## config.mk

```make
export PLATFORM = sky130hd
export DESIGN_NAME = regfile_write_arbiter
export DESIGN_NICKNAME = d
export VERILOG_FILES = /design/src/rtl/regfile_write_arbiter.sv
export SDC_FILE = /design/constraint.sdc
export NUM_CORES = 1
export LEC_CHECK = 0
export BUFFER_PORTS_ARGS = -buffer_cell sky130_fd_sc_hd__buf_2
export CORE_MARGIN = 2
export CORE_UTILIZATION = 51
export DETAILED_ROUTE_END_ITERATION = 7
export PLACE_DENSITY_LB_ADDON = 0.25
export SLEW_MARGIN = 20
export SYNTH_ARGS = -nofsm -noshare
export SYNTH_HDL_FRONTEND = slang
export SYNTH_SLANG_ARGS = --single-unit
```

## constraint.sdc

```tcl
create_clock -name clk -period 3.7 [get_ports clk]
set_input_delay 0.555 -clock clk [delete_from_list [all_inputs] [get_ports clk]]
set_output_delay 0.555 -clock clk [all_outputs]
set_load 0.005 [all_outputs]
```

## src/rtl/regfile_write_arbiter.sv

```systemverilog
`default_nettype none
// +----------------------------------------------------------------------------+
// | regfile_write_arbiter: arbitrates pipeline writeback and a FIFO of         |
// | multi-cycle results onto one registered register-file write port.          |
// | Optional starvation guard: define RFA_STARVE_GUARD_EN.   Revision: 1.0      |
// +----------------------------------------------------------------------------+
module regfile_write_arbiter #(
  parameter int DEPTH        = 2,
  parameter int STARVE_LIMIT = 4
) (
  input  logic        clk,
  input  logic        reset,
  input  logic        p_we,
  input  logic [4:0]  p_rd,
  input  logic [31:0] p_wd,
  output logic        p_stall,
  input  logic        m_valid,
  input  logic [4:0]  m_rd,
  input  logic [31:0] m_wd,
  output logic        m_ready,
  output logic        we3,
  output logic [4:0]  a3,
  output logic [31:0] wd3,
  output logic        busy,
  output logic [31:0] pend_mask
);

  localparam int PW = $clog2(DEPTH);
  localparam int CW = PW + 1;

  logic [4:0]    r_mem_rd [DEPTH];
  logic [31:0]   r_mem_wd [DEPTH];
  logic [PW-1:0] r_wptr;
  logic [PW-1:0] r_rptr;
  logic [CW-1:0] r_count;

  logic w_full;
  logic w_push;
  logic w_pop;
  logic w_p_req;
  logic w_force;
  logic w_grant_p;

  // Readiness comes from the registered count only: a full FIFO is never
  // credited with a same-cycle pop.
  assign w_full  = (r_count == CW'(DEPTH));
  assign m_ready = !w_full && !reset;
  assign busy    = (r_count != '0);
  assign w_push  = m_valid && m_ready && (m_rd != 5'd0);
  assign w_p_req = p_we && (p_rd != 5'd0);

`ifdef RFA_STARVE_GUARD_EN
  localparam int SW = $clog2(STARVE_LIMIT + 1);
  logic [SW-1:0] r_starve;

  assign w_force = busy && w_p_req && (r_starve == SW'(STARVE_LIMIT));

  always_ff @(posedge clk) begin
    if (reset) begin
      r_starve <= '0;
    end else if (!busy || w_pop) begin
      r_starve <= '0;
    end else if (r_starve != SW'(STARVE_LIMIT)) begin
      r_starve <= r_starve + SW'(1);
    end
  end
`else
  logic w_unused_starve;
  assign w_unused_starve = (STARVE_LIMIT > 0);
  assign w_force         = 1'b0;
`endif

  assign p_stall   = w_force;
  assign w_grant_p = w_p_req && !w_force;
  assign w_pop     = busy && !w_grant_p;

  always_ff @(posedge clk) begin
    if (w_push) begin
      r_mem_rd[r_wptr] <= m_rd;
      r_mem_wd[r_wptr] <= m_wd;
    end
  end

  always_ff @(posedge clk) begin
    if (reset) begin
      r_wptr  <= '0;
      r_rptr  <= '0;
      r_count <= '0;
      we3     <= 1'b0;
      a3      <= 5'd0;
      wd3     <= 32'd0;
    end else begin
      if (w_push) r_wptr <= r_wptr + PW'(1);
      if (w_pop)  r_rptr <= r_rptr + PW'(1);
      case ({w_push, w_pop})
        2'b10:   r_count <= r_count + CW'(1);
        2'b01:   r_count <= r_count - CW'(1);
        default: r_count <= r_count;
      endcase
      we3 <= w_grant_p || w_pop;
      if (w_grant_p) begin
        a3  <= p_rd;
        wd3 <= p_wd;
      end else if (w_pop) begin
        a3  <= r_mem_rd[r_rptr];
        wd3 <= r_mem_wd[r_rptr];
      end
    end
  end

  // An entry is live when its distance from the read pointer is below count.
  always_comb begin
    pend_mask = '0;
    for (int i = 0; i < DEPTH; i++) begin
      if ({1'b0, PW'(i) - r_rptr} < r_count) pend_mask[r_mem_rd[i]] = 1'b1;
    end
  end

endmodule
`default_nettype wire
```

Word-level counts from Yosys, hierarchy flattened
Memories as Yosys holds them, arrays and structs flattened. A register that Yosys moved wholly into a read port is not among the register bits.
Cells that the tools add are included.
- add/sub/neg operators: 6
- $lt $le $gt $ge: 6
- equality and inequality tests: 3
- multiplexer cells: 17
- bitwise logic cells: 1
- reduce and logical (&&, ||, !) cells: 16
- operators with widths (operator ; number):
    $mux 32 ; 4
    $or 32x32->32 ; 1
    $lt 5x6->1 const B ; 2
    $demux 1 s5 ; 2
    $ge 5x1->1 const B ; 2
    $mux 5 ; 2
    $reduce_bool 5->1 ; 2
    $mux 1 ; 8
    $logic_and 1x1->1 ; 7
    $reduce_bool 2->1 ; 3
    $eq 2x2->1 const B ; 2
    $lt 1x2->1 ; 2
    $pmux 2 s2 ; 1
    $logic_not 1->1 ; 3
    $add 1x1->1 const B ; 2
    $add 2x1->2 const B ; 1
    $eq 2x1->1 const B ; 1
    $sub 1x1->1 const A ; 2
    $sub 2x1->2 const B ; 1
    $logic_or 1x1->1 ; 1
- register bits: 42
- bits in writable memories: 74
- input port bits: 78
- output and inout port bits: 73
- logic and storage cells: 57
- memories: 2
- memory list (name ; depth ; width ; read ports ; clocked after Yosys merged registers in ; wr ports ; RTL line ; text):
    r_mem_wd ; 2 ; 32 ; 1 ; 1 ; 1 ; 32 ; logic [31:0] r_mem_wd [DEPTH];
    r_mem_rd ; 2 ; 5 ; 3 ; 1 ; 1 ; 31 ; logic [4:0] r_mem_rd [DEPTH];

Depth between registers and ports, before layout
Gate-level depths: netlist of run 1.
An unclocked memory read counts as a cell.
- word-level depth: 8
- gate-level depth with buffers: 9
- depth with buffers taken out: 7

Worst setup path before layout of run 1
Ideal clock, no wire load.
- kind: in2reg
- from: input port reset
- to: memory r_mem_rd[0][0] (enable)
- library setup time: 431 ps
- data arrival time: 2689 ps
- required time: 3269 ps
- path slack: 580 ps
- stages on the path: 4
- path buffers: 1
- cell sequence: clkbuf_1 -> a21oi_1 -> o211ai_1 -> nor2_1
- cells in the longest elaborated chain, start to end: 6
- RTL lines (item ; RTL line ; text):
    from (decl) ; 12 ; input logic reset,
    $logic_not 1->1 ; 47 ; assign m_ready = !w_full && !reset;
    $logic_and 1x1->1 ; 47 ;
    via m_ready ; 20 ; output logic m_ready,
    $logic_and 1x1->1 (2 in series) ; 49 ; assign w_push = m_valid && m_ready && (m_rd != 5'd0);
    $mux 1 ; 78 ; if (w_push) begin
    $mux 1 (implied by the code) ; 79 ; r_mem_rd[r_wptr] <= m_rd;
    to (decl) ; 31 ;
The timed path passes the listed nets, and every way through them passes these cells.

Worst setup path after layout of run 1
- from: register r_count[0]
- to: output port pend_mask[26]
- cells in the longest elaborated chain, start to end: 4
- elaborated cells on any way between the ends: 5
- those cells by class: order compare (2); mux (2); bitwise (1)
- RTL lines (item ; RTL line ; text):
    from (decl) ; 35 ; logic [CW-1:0] r_count;
    from (signal assigned) ; 96 ; 2'b10: r_count <= r_count + CW'(1);
    from (signal assigned) ; 97 ; 2'b01: r_count <= r_count - CW'(1);
    from (signal assigned) ; 98 ; default: r_count <= r_count;
    $lt 1x2->1 ; 115 ; if ({1'b0, PW'(i) - r_rptr} < r_count) pend_mask[r_mem_rd[i]] = 1'b1;
    $mux 32 ; 115 ;
    $or 32x32->32 (no source line) ; -- ;
    $mux 32 * ; 115 ;
    to (decl) ; 25 ; output logic [31:0] pend_mask
Mark *: on every way between the ends. The rest lies on a longest branch, timed or not.

==> results.md, run 1 <==
* Cell Pwr Density at 669 mW/mm^2
* Vias in the first global route at 3687
* Mapped Cells at 429
* Area leader, netlist: edfxtp_1
* # hold bufs at CTS at 0
* Design Area, Final at 0.00636 mm^2
* Number of synthesized flops with an enable pin at 74
* Share of the synthesized area in the top cell type at 0.452
* 1st-iter DRT viols at 195
* Max-slew headroom at 0.321
* Row cnt at 35
* Total Nets Final at 644
* Layout cells sized above 1 at 0.343
* FILL cells at 736
* Finished Layout Cells at 707
* Synth area leaders: edfxtp_1 (45%), dfxtp_1 (17%), mux2i_1 (7.7%), o211ai_1 (6.0%), nand2_1 (5.9%)
* Post_cts resized at 0
* DIE HEIGHT at 102 um
* Worst Setup End Kind: output port
* Wire per inst at 15.7 um
* Final Max Tran Viols at 0
* Antenna diodes at 0
* Util after Layout at 0.685
* CTS tree: done
* Largest net degree at the start of global routing at 49
* Max clock buf depth at 2
* Mapped Nets at 508
* HP Start: m_wd[15]
* Syn Area/Cell at 11.5 um^2
* Final setup TNS at 0 ns
* Worst-Margin Slew at 1.01 ns
* Worst r2r src: r_count[0]
* Sequential cell area fraction in the yosys report at 0.627
* Area Overhead vs Synth at 29.2%
* Max FO, Critical Path at 8
* HP Class: primary input to register
* GPL Wtd Cong at 0.806
* Core area at 0.00928 mm^2
* Total iterations of the first detailed-routing run at 5
* Initial antenna violation count at 0
* Worst Path Class, Setup: register to output port
* # IOs at 151
* Via density at 5.46
* FFs w/ async S/R, synth at 0
* Total power at 4.25 mW
* Static Leakage at 2.46 nW
* Synthesis-stage register bit count at 117
* Netlist cell types at 29
* CTS clk-pin slew, worst paths at 0.05 ns
* Endpoints failing setup at 0
* Post-route DRC violation count at 0
* Initial Utilization at 0.530
* Worst setup SP type: register
* Post-place setup slack at 1.03 ns
* Peak supply drop at 0.421 mV
* Synthesized area at 0.00492 mm^2
* Sink Count at 117
* Max Cap Violations at 0
* Clock latency on the worst-skew pair at 0.49 ns
* Critical Path RT at 3.14 ns
* Post-CTS Repair Setup Buffers at 0
* Fmax at 0.367 GHz
* First-pass GRT wire length at 17500 um
* Fin crit share at 0.736
* Post-layout min period at 2.72 ns
* Crit-path cells: nor2b_1 -> nor2_1 -> or3b_2 -> o22ai_1 -> buf_2
* Detailed Place HPWL at 7160 um
* RSZ-0062 raised after global routing: false
* H-tree Lvls at 4
* Status: finished clean
* Worst Setup SP: r_count[0]
* Final setup margin at 0.976 ns
* Arr. time, crit path at 2.17 ns
* Total Routed Length at 11100 um
* Main synth FF type: edfxtp_1
* Total track usage at 0.218
* Vias at 3862
* Placed instance area at 0.00571 mm^2
* Synth warnings at 0
* Grt total ovfl at 0
* Clock root cell: clkbuf_8
* Final hold viol count at 0
* TritonCTS Buffers at 17
* Die ar. at 0.0104 mm^2
* PortBufs at 149
* CP max stage delay at 0.57 ns
* Slowest CP cell: or3b_2
* Worst clock skew at 0.0106 ns
* Worst Hold Slack at 0.247 ns
* Final ANT Viol Nets at 0
* Die width at 102 um
* DP Cell Count at 673
-- cell families after synthesis --
kind of cell / count (synthesis) / share of synthesized area
AOI/OAI and AO/OA: 118 / 0.149
xor gates and xnor gates: 2 / 0.00356
adders and majority gates: 1 / 0.00254
buffers and inverters: 40 / 0.0359
DFF: 117 / 0.627
muxes: 38 / 0.0773
other: 1 / 0.000762
and+or+nand+nor: 112 / 0.105
-- placed cells by master (no fill, tap or decap), types with 3 or more instances in the layout --
master     netlist  layout
buf_2            6     149
nand2_1         77      77
edfxtp_1        74      74
a21oi_1         43      43
dfxtp_1         43      42
o211ai_1        39      39
mux2i_1         38      38
o22ai_1         32      32
clkbuf_16        0      16
nor2_1           9       7
nand3b_1         7       7
or3b_2           7       7
or3_1            6       6
clkinv_2         0       5
bufinv_16        0       3
buf_4            3       3
-- worst max-delay path: cells and delay by family, from the launching register on --
kind	cells	cell delay, ns
and+or+nand+nor	3	0.85
DFF	1	0.45
AOI/OAI and AO/OA	1	0.23
buffers and inverters	1	0.15
-- layout make-up --
| type | instances | area (um^2) | area share |
|---|---|---|---|
| Clock buffer | 19 | 432 | 0.0679 |
| Timing Repair Buffer | 154 | 823 | 0.130 |
| Clock inverter | 13 | 156 | 0.0246 |
| Tap cell | 129 | 161 | 0.0254 |
| Inverter | 3 | 11.3 | 0.00177 |
| Multi-Input combinational cell | 272 | 1690 | 0.265 |
| Sequential cell | 117 | 3090 | 0.486 |
-- metal layers --
metal	up-vias	wire, um	global-route usage
li1	1878	-	-
met1	1819	4900	0.276
met2	155	5380	0.364
met3	10	746	0.0670
met4	0	70	0.0615
met5	-	0	0
-- report_power, final --
| part | switching [mW] | total [mW] | internal (mW) |
|---|---|---|---|
| clock | 0.560 | 1.60 | 1.04 |
| combinational | 0.539 | 0.935 | 0.396 |
| sequential | 0.148 | 1.71 | 1.57 |
-- cell usage after synthesis (all sizes together), types with 6 or more instances --
cell	number
a21oi	43
buf	11
clkbuf	26
dfxtp	43
edfxtp	74
mux2i	38
nand2	77
nand3b	7
nor2	9
o211ai	39
o22ai	32
or3	6
or3b	7
-- state kept, by name, indices dropped and copies added, names as in the netlist, named ones only --
name and flops:
a3 5, r_mem_rd 10, r_rptr 1, we3 1, wd3 32, r_count 2, r_mem_wd 64, r_wptr 1
-- worst paths after layout --
kind              slack [ns]         endpoint  depth (start not counted)
setup / recovery        0.98    pend_mask[26]                          5
hold / removal          0.25  r_mem_wd[0][15]                          1
setup reg to reg        1.57  r_mem_wd[0][29]                          5
hold reg to reg         0.53           r_wptr                          1
Note: power is estimated with default switching activity, not from simulation.
==> inputs of run 2 (changes only) <==
Clock period 3.7 ns to 2.58 ns, I/O delays scaled along.
==> run 2 against run 1 <==
  * Wire length increased by 3.9%
  * Combinational power rose by 53%
  * Hold slack worse by 0.17 ns
  * Global-route usage grew 0.85 points
  * Critical endpoint is now pend_mask[20]
  * Critical path depth did not move
  * Final area increased by 2.0%
  * Setup slack got worse by 0.77 ns
  * Count of clock-buffer cells in the layout fell by 1
  * Highest routed layer unchanged
==> results.md, run 2 (synthesis results as in run 1) <==
* Critical Path RT at 2.19 ns
* Final ANT Viol Nets at 0
* DP Cell Count at 677
* Core area at 0.00928 mm^2
* Largest Register: r_mem_wd
* Largest net degree at the start of global routing at 44
* Max FFs per register at 64
* Post-CTS Repair Setup Buffers at 0
* Layout cells sized above 1 at 0.349
* Multi-input gate area in the final layout at 0.00169 mm^2
* Clock latency on the worst-skew pair at 0.50 ns
* Peak supply drop at 0.577 mV
* Initial antenna violation count at 0
* Placed instance area at 0.00577 mm^2
* DIE HEIGHT at 102 um
* Arr. time, crit path at 1.99 ns
* Sequential cell area at 0.00309 mm^2
* Max-slew headroom at 0.540
* HP Class: primary input to register
* Final hold viol count at 0
* Post-route DRC violation count at 0
* Wire per inst at 16.2 um
* Die width at 102 um
* Vias in the first global route at 3768
* 1st-iter DRT viols at 162
* Biggest regs: r_mem_wd (64), wd3 (32), r_mem_rd (10)
* TritonCTS Buffers at 17
* Slowest CP cell: or3_1
* Static Leakage at 2.52 nW
* Critical path's top delay family: simple AND/OR/NAND/NOR gates
* Worst clock skew at 0.0145 ns
* Grt total ovfl at 0
* Worst Path Class, Setup: register to output port
* Final setup TNS at 0 ns
* H-tree Lvls at 4
* Crit-path cells: nor2b_1 -> nor2_1 -> or3_1 -> o22ai_1 -> buf_2
* Status: finished clean
* Finished Layout Cells at 711
* Detailed Place HPWL at 7430 um
* # IOs at 151
* Commonest non-fill, non-tap cell in the layout: buf_2
* Worst Hold Slack at 0.0761 ns
* Cell Pwr Density at 998 mW/mm^2
* First-pass GRT wire length at 18200 um
* Clock root cell: clkbuf_8
* Total Routed Length at 11500 um
* Max FO, Critical Path at 8
* Total power at 6.47 mW
* Final Max Tran Viols at 0
* Total track usage at 0.226
* Vias at 3889
* Worst Setup End Kind: output port
* Total Nets Final at 648
* Worst-Margin Slew at 0.687 ns
* Max Cap Violations at 0
* Endpoints failing setup at 0
* PortBufs at 149
* CP max stage delay at 0.47 ns
* Via density at 5.47
* CP bufs+invs at 1
* FILL cells at 705
* Sink Count at 117
* Design Area, Final at 0.00649 mm^2
* Row cnt at 35
* Most frequent cells in the layout: buf_2 (149), nand2_1 (77), edfxtp_1 (74)
* Fmax at 0.420 GHz
* Fin crit share at 0.922
* Die ar. at 0.0104 mm^2
* GPL Wtd Cong at 0.815
* Area Overhead vs Synth at 31.8%
* Initial Utilization at 0.530
* Antenna diodes at 0
* Worst setup SP type: register
* CTS tree: done
* Total iterations of the first detailed-routing run at 5
* Max clock buf depth at 2
* CTS clk-pin slew, worst paths at 0.06 ns
* RSZ-0062 raised after global routing: false
* Post-layout min period at 2.38 ns
-- run 2: cell types whose count changed in the layout (fill, tap and decap cells not counted), moves of 2 or more --
cell,change
buf_4,+2
clkinv_2,-5
inv_6,+2
or3b_2,-2
or3b_4,+2
buf_12,+3
dfxtp_2,+2
bufinv_16,+3
-- run 2: per-stage QoR --
step                      utilization  setup WS [ns]
final                           0.699          0.202
after global routing            0.699         0.0992
after CTS                       0.693         0.0271
after detailed placement        0.621          0.315
after global placement          0.621          0.362
after floorplan                     -         -0.372
-- run 2: path summary, 6_finish.rpt --
kind	start	to	slack, ns	cells past startpoint
hold reg to reg	r_wptr	r_wptr	0.52	1
setup / recovery	r_count[0]	pend_mask[20]	0.20	5
setup reg to reg	r_count[0]	r_mem_wd[1][29]	0.71	6
hold / removal	m_wd[22]	r_mem_wd[0][22]	0.08	1
-- run 2: final cells by class --
cell class,count,share of cell area
flip-flops and latches,117,0.476
clock inverters,14,0.0382
well taps,129,0.0249
inverters,3,0.00174
repair buffers,158,0.134
clock buffers,18,0.0644
multi-input cells,272,0.261
-- run 2: routing by layer --
layer	wire length [um]	track usage
met1	4910	0.281
met2	5730	0.392
met3	740	0.0568
met4	139	0.0677
met5	0	0
-- run 2: where the power goes --
group	switching (mW)	internal, mW	total (mW)	leakage, nW
Sequential	0.167	2.25	2.41	1.04
Combinational	0.830	0.600	1.43	1.17
Clock	0.850	1.78	2.63	0.317
-- run 2: what timing repair did --
| action | 4_1_cts | 5_1_grt |
|---|---|---|
| resized for setup | 0 | 3 |
| hold buffers | 0 | 0 |
| setup endpoints to repair | 0 | 16 |
==> inputs of run 3 (changes only) <==
Settings changed: ABC_AREA from default to 1, CORE_UTILIZATION 51 to 53, GPL_TIMING_DRIVEN from default to 0.
==> run 3 against run 2 <==
  * Maximum frequency increased by 1.9%
  * Sequential share of layout area decreased by 4.4 points
  * Non-clock buffer count increased by 27
  * Clock power decreased by 8.4%
  * Power decreased by 13%
  * Register-to-register slack got worse by 0.23 ns
  * Final area increased by 10%
  * Core utilization decreased by 0.084 points
  * Wire length increased by 25%
  * Via count increased by 29%
  * Setup slack improved by 0.043 ns
  * Die area increased by 8.3%
==> results.md, run 3 <==
* Status: finished clean
* Max clock buf depth at 2
* Max FO, Critical Path at 8
* Final hold viol count at 0
* Antenna diodes at 0
* Total Routed Length at 14400 um
* Vias in the first global route at 4755
* Post_cts resized at 0
* Most frequent cell after synthesis: nand2_1
* P_sw at 1.55 mW
* H-tree Lvls at 4
* Clock latency on the worst-skew pair at 0.52 ns
* Via density at 5.32
* Worst Path Class, Setup: register to output port
* FF-to-FF setup slack at 0.48 ns
* Sink Count at 117
* Area Overhead vs Synth at 28.5%
* PortBufs at 149
* Synth warnings at 0
* First-pass GRT wire length at 22500 um
* Largest Register: r_mem_wd
* Critical Path RT at 2.19 ns
* # IOs at 151
* DIE HEIGHT at 106 um
* Int Power at 4.09 mW
* Synthesis-stage register bit count at 117
* Share of the synthesized area in the top cell type at 0.400
* Endpoints failing setup at 0
* FFs w/ async S/R, synth at 0
* Netlist cell types at 26
* RSZ-0062 raised after global routing: false
* Fin crit share at 0.905
* Die width at 106 um
* Final Max Tran Viols at 0
* TritonCTS Buffers at 17
* Biggest regs: r_mem_wd (64), wd3 (32), r_mem_rd (10)
* FF-to-FF End: r_mem_wd[0][12]
* # hold bufs at CTS at 0
* Logic pwr share at 0.182
* Worst Setup End Kind: output port
* GPL Wtd Cong at 0.908
* Max-slew headroom at 0.554
* Worst Setup SP: r_count[0]
* Worst setup SP type: register
* Layout cells sized above 1 at 0.314
* Post-CTS Repair Setup Buffers at 0
* Initial antenna violation count at 0
* Worst r2r path cells at 7
* Grt total ovfl at 0
* Final ANT Viol Nets at 0
* Worst r2r src: r_count[0]
* Clock root cell: clkbuf_8
* Max Cap Violations at 0
* Synthesized area at 0.00555 mm^2
* Commonest non-fill, non-tap cell in the layout: nand2_1
* Row cnt at 37
* Net Sw Frac at 0.275
* Static Leakage at 3.23 nW
* End of the critical path: pend_mask[17]
* Total iterations of the first detailed-routing run at 7
* Worst-Margin Slew at 0.669 ns
* Vias at 5032
* CTS clk-pin slew, worst paths at 0.06 ns
* Die ar. at 0.0113 mm^2
* Peak supply drop at 0.584 mV
* 1st-iter DRT viols at 386
* Cell Pwr Density at 789 mW/mm^2
* Sequential Power Share at 0.391
* Mapped Cells at 627
* Worst clock skew at 0.00310 ns
* Main synth FF type: edfxtp_1
* CTS tree: done
* Max FFs per register at 64
* Most frequent cells in the layout: nand2_1 (173), buf_2 (162), nand3_1 (113)
* Fmax at 0.428 GHz
* Arr. time, crit path at 1.95 ns
* Total track usage at 0.258
* Synth area leaders: edfxtp_1 (40%), dfxtp_1 (15%), nand2_1 (12%), nand3_1 (10%), a21oi_2 (4.6%)
* Worst Hold Slack at 0.0582 ns
* Syn Area/Cell at 8.86 um^2
* Clk pwr share at 0.427
* Detailed Place HPWL at 10400 um
* Wire per inst at 15.3 um
* Post-layout min period at 2.33 ns
* Largest net degree at the start of global routing at 32
* Mapped Nets at 706
* Final setup TNS at 0 ns
* Core area at 0.0102 mm^2
* Number of synthesized flops with an enable pin at 74
* Initial Utilization at 0.543
* Sequential cell area fraction in the yosys report at 0.555
* HP Class: primary input to register
* Synth cell count leaders: nand2_1 (173), nand3_1 (113), edfxtp_1 (74), inv_1 (54), dfxtp_1 (43)
* Total Nets Final at 876
* Post-route DRC violation count at 0
* Area leader, netlist: edfxtp_1
run 3: cell count changes after synthesis, moves of 9 or more:
cell,delta
a21oi_1,-34
a21oi_2,+29
clkbuf_1,-17
inv_1,+51
mux2i_1,-38
nand2_1,+96
nand3_1,+111
nor2_1,+19
nor3_1,+9
o211ai_1,-39
o21ai_0,+36
o22ai_1,-32
run 3: worst min path at each step:
stage               cells past startpoint  startpoint              end  slack (ns)
global route                            1     m_wd[4]   r_mem_wd[1][4]        0.04
detailed placement                      2     wd3[29]          wd3[29]        0.48
CTS                                     1     m_wd[4]   r_mem_wd[1][4]        0.04
global placement                        2     wd3[22]          wd3[22]        0.48
floorplan                               1       reset       r_count[1]        0.47
finish                                  1    m_wd[23]  r_mem_wd[1][23]        0.06
run 3: power groups by stage:
stage / Clock [mW] / Combinational (mW) / Sequential, mW
after floorplan: 0 / 0.651 / 2.23
after global placement: 0 / 0.971 / 2.24
after detailed placement: 0 / 1.01 / 2.24
after CTS: 2.42 / 1.02 / 2.20
after global routing: 2.51 / 1.13 / 2.21
final: 2.41 / 1.02 / 2.20
run 3: layer usage:
layer  up-vias  global-route usage  part of all wire
met5         -                   0                 0
met4         0               0.105             0.020
met3        26              0.0607             0.062
met2       231               0.443              0.50
met1      2340               0.313              0.42
li1       2435                   -                 -
run 3: logic make-up after synthesis:
group	Yosys count	synth area share
AND/OR/NAND/NOR	336	0.272
flip-flops	117	0.555
buffers and inverters	92	0.0779
AO/OA/AOI/OAI	80	0.0924
adder cells (fa/ha/maj)	1	0.00225
other	1	0.000675
run 3: layout make-up:
type	instances	area [um^2]
Inverter	58	218
Timing Repair Buffer	151	793
Clock buffer	19	432
Sequential cell	117	3080
Fill cell	802	3090
Clock inverter	13	183
Tap cell	136	170
Buffer	34	215
Multi-Input combinational cell	418	2050
run 3: through the flow:
stage / total power [mW] / cells / utilization / setup slack (ns) / area, um^2
6_report: 5.63 / 946 / 0.698 / 0.245 / 7140
5_1_grt: 5.85 / 946 / 0.698 / 0.0627 / 7140
4_1_cts: 5.64 / 946 / 0.698 / 0.261 / 7140
3_5_place_dp: 3.25 / 914 / 0.638 / 0.468 / 6530
3_3_place_gp: 3.21 / 912 / 0.633 / -0.343 / 6470
2_1_floorplan: 2.88 / 627 / - / 0.223 / 5560
run 3: worst max-delay path, stage by stage (launching register included):
cell,delay [ns]
dfxtp_1,0.44
inv_2,0.10
o21ai_2,0.26
nand3_2,0.21
o21ai_0,0.26
buf_2,0.16
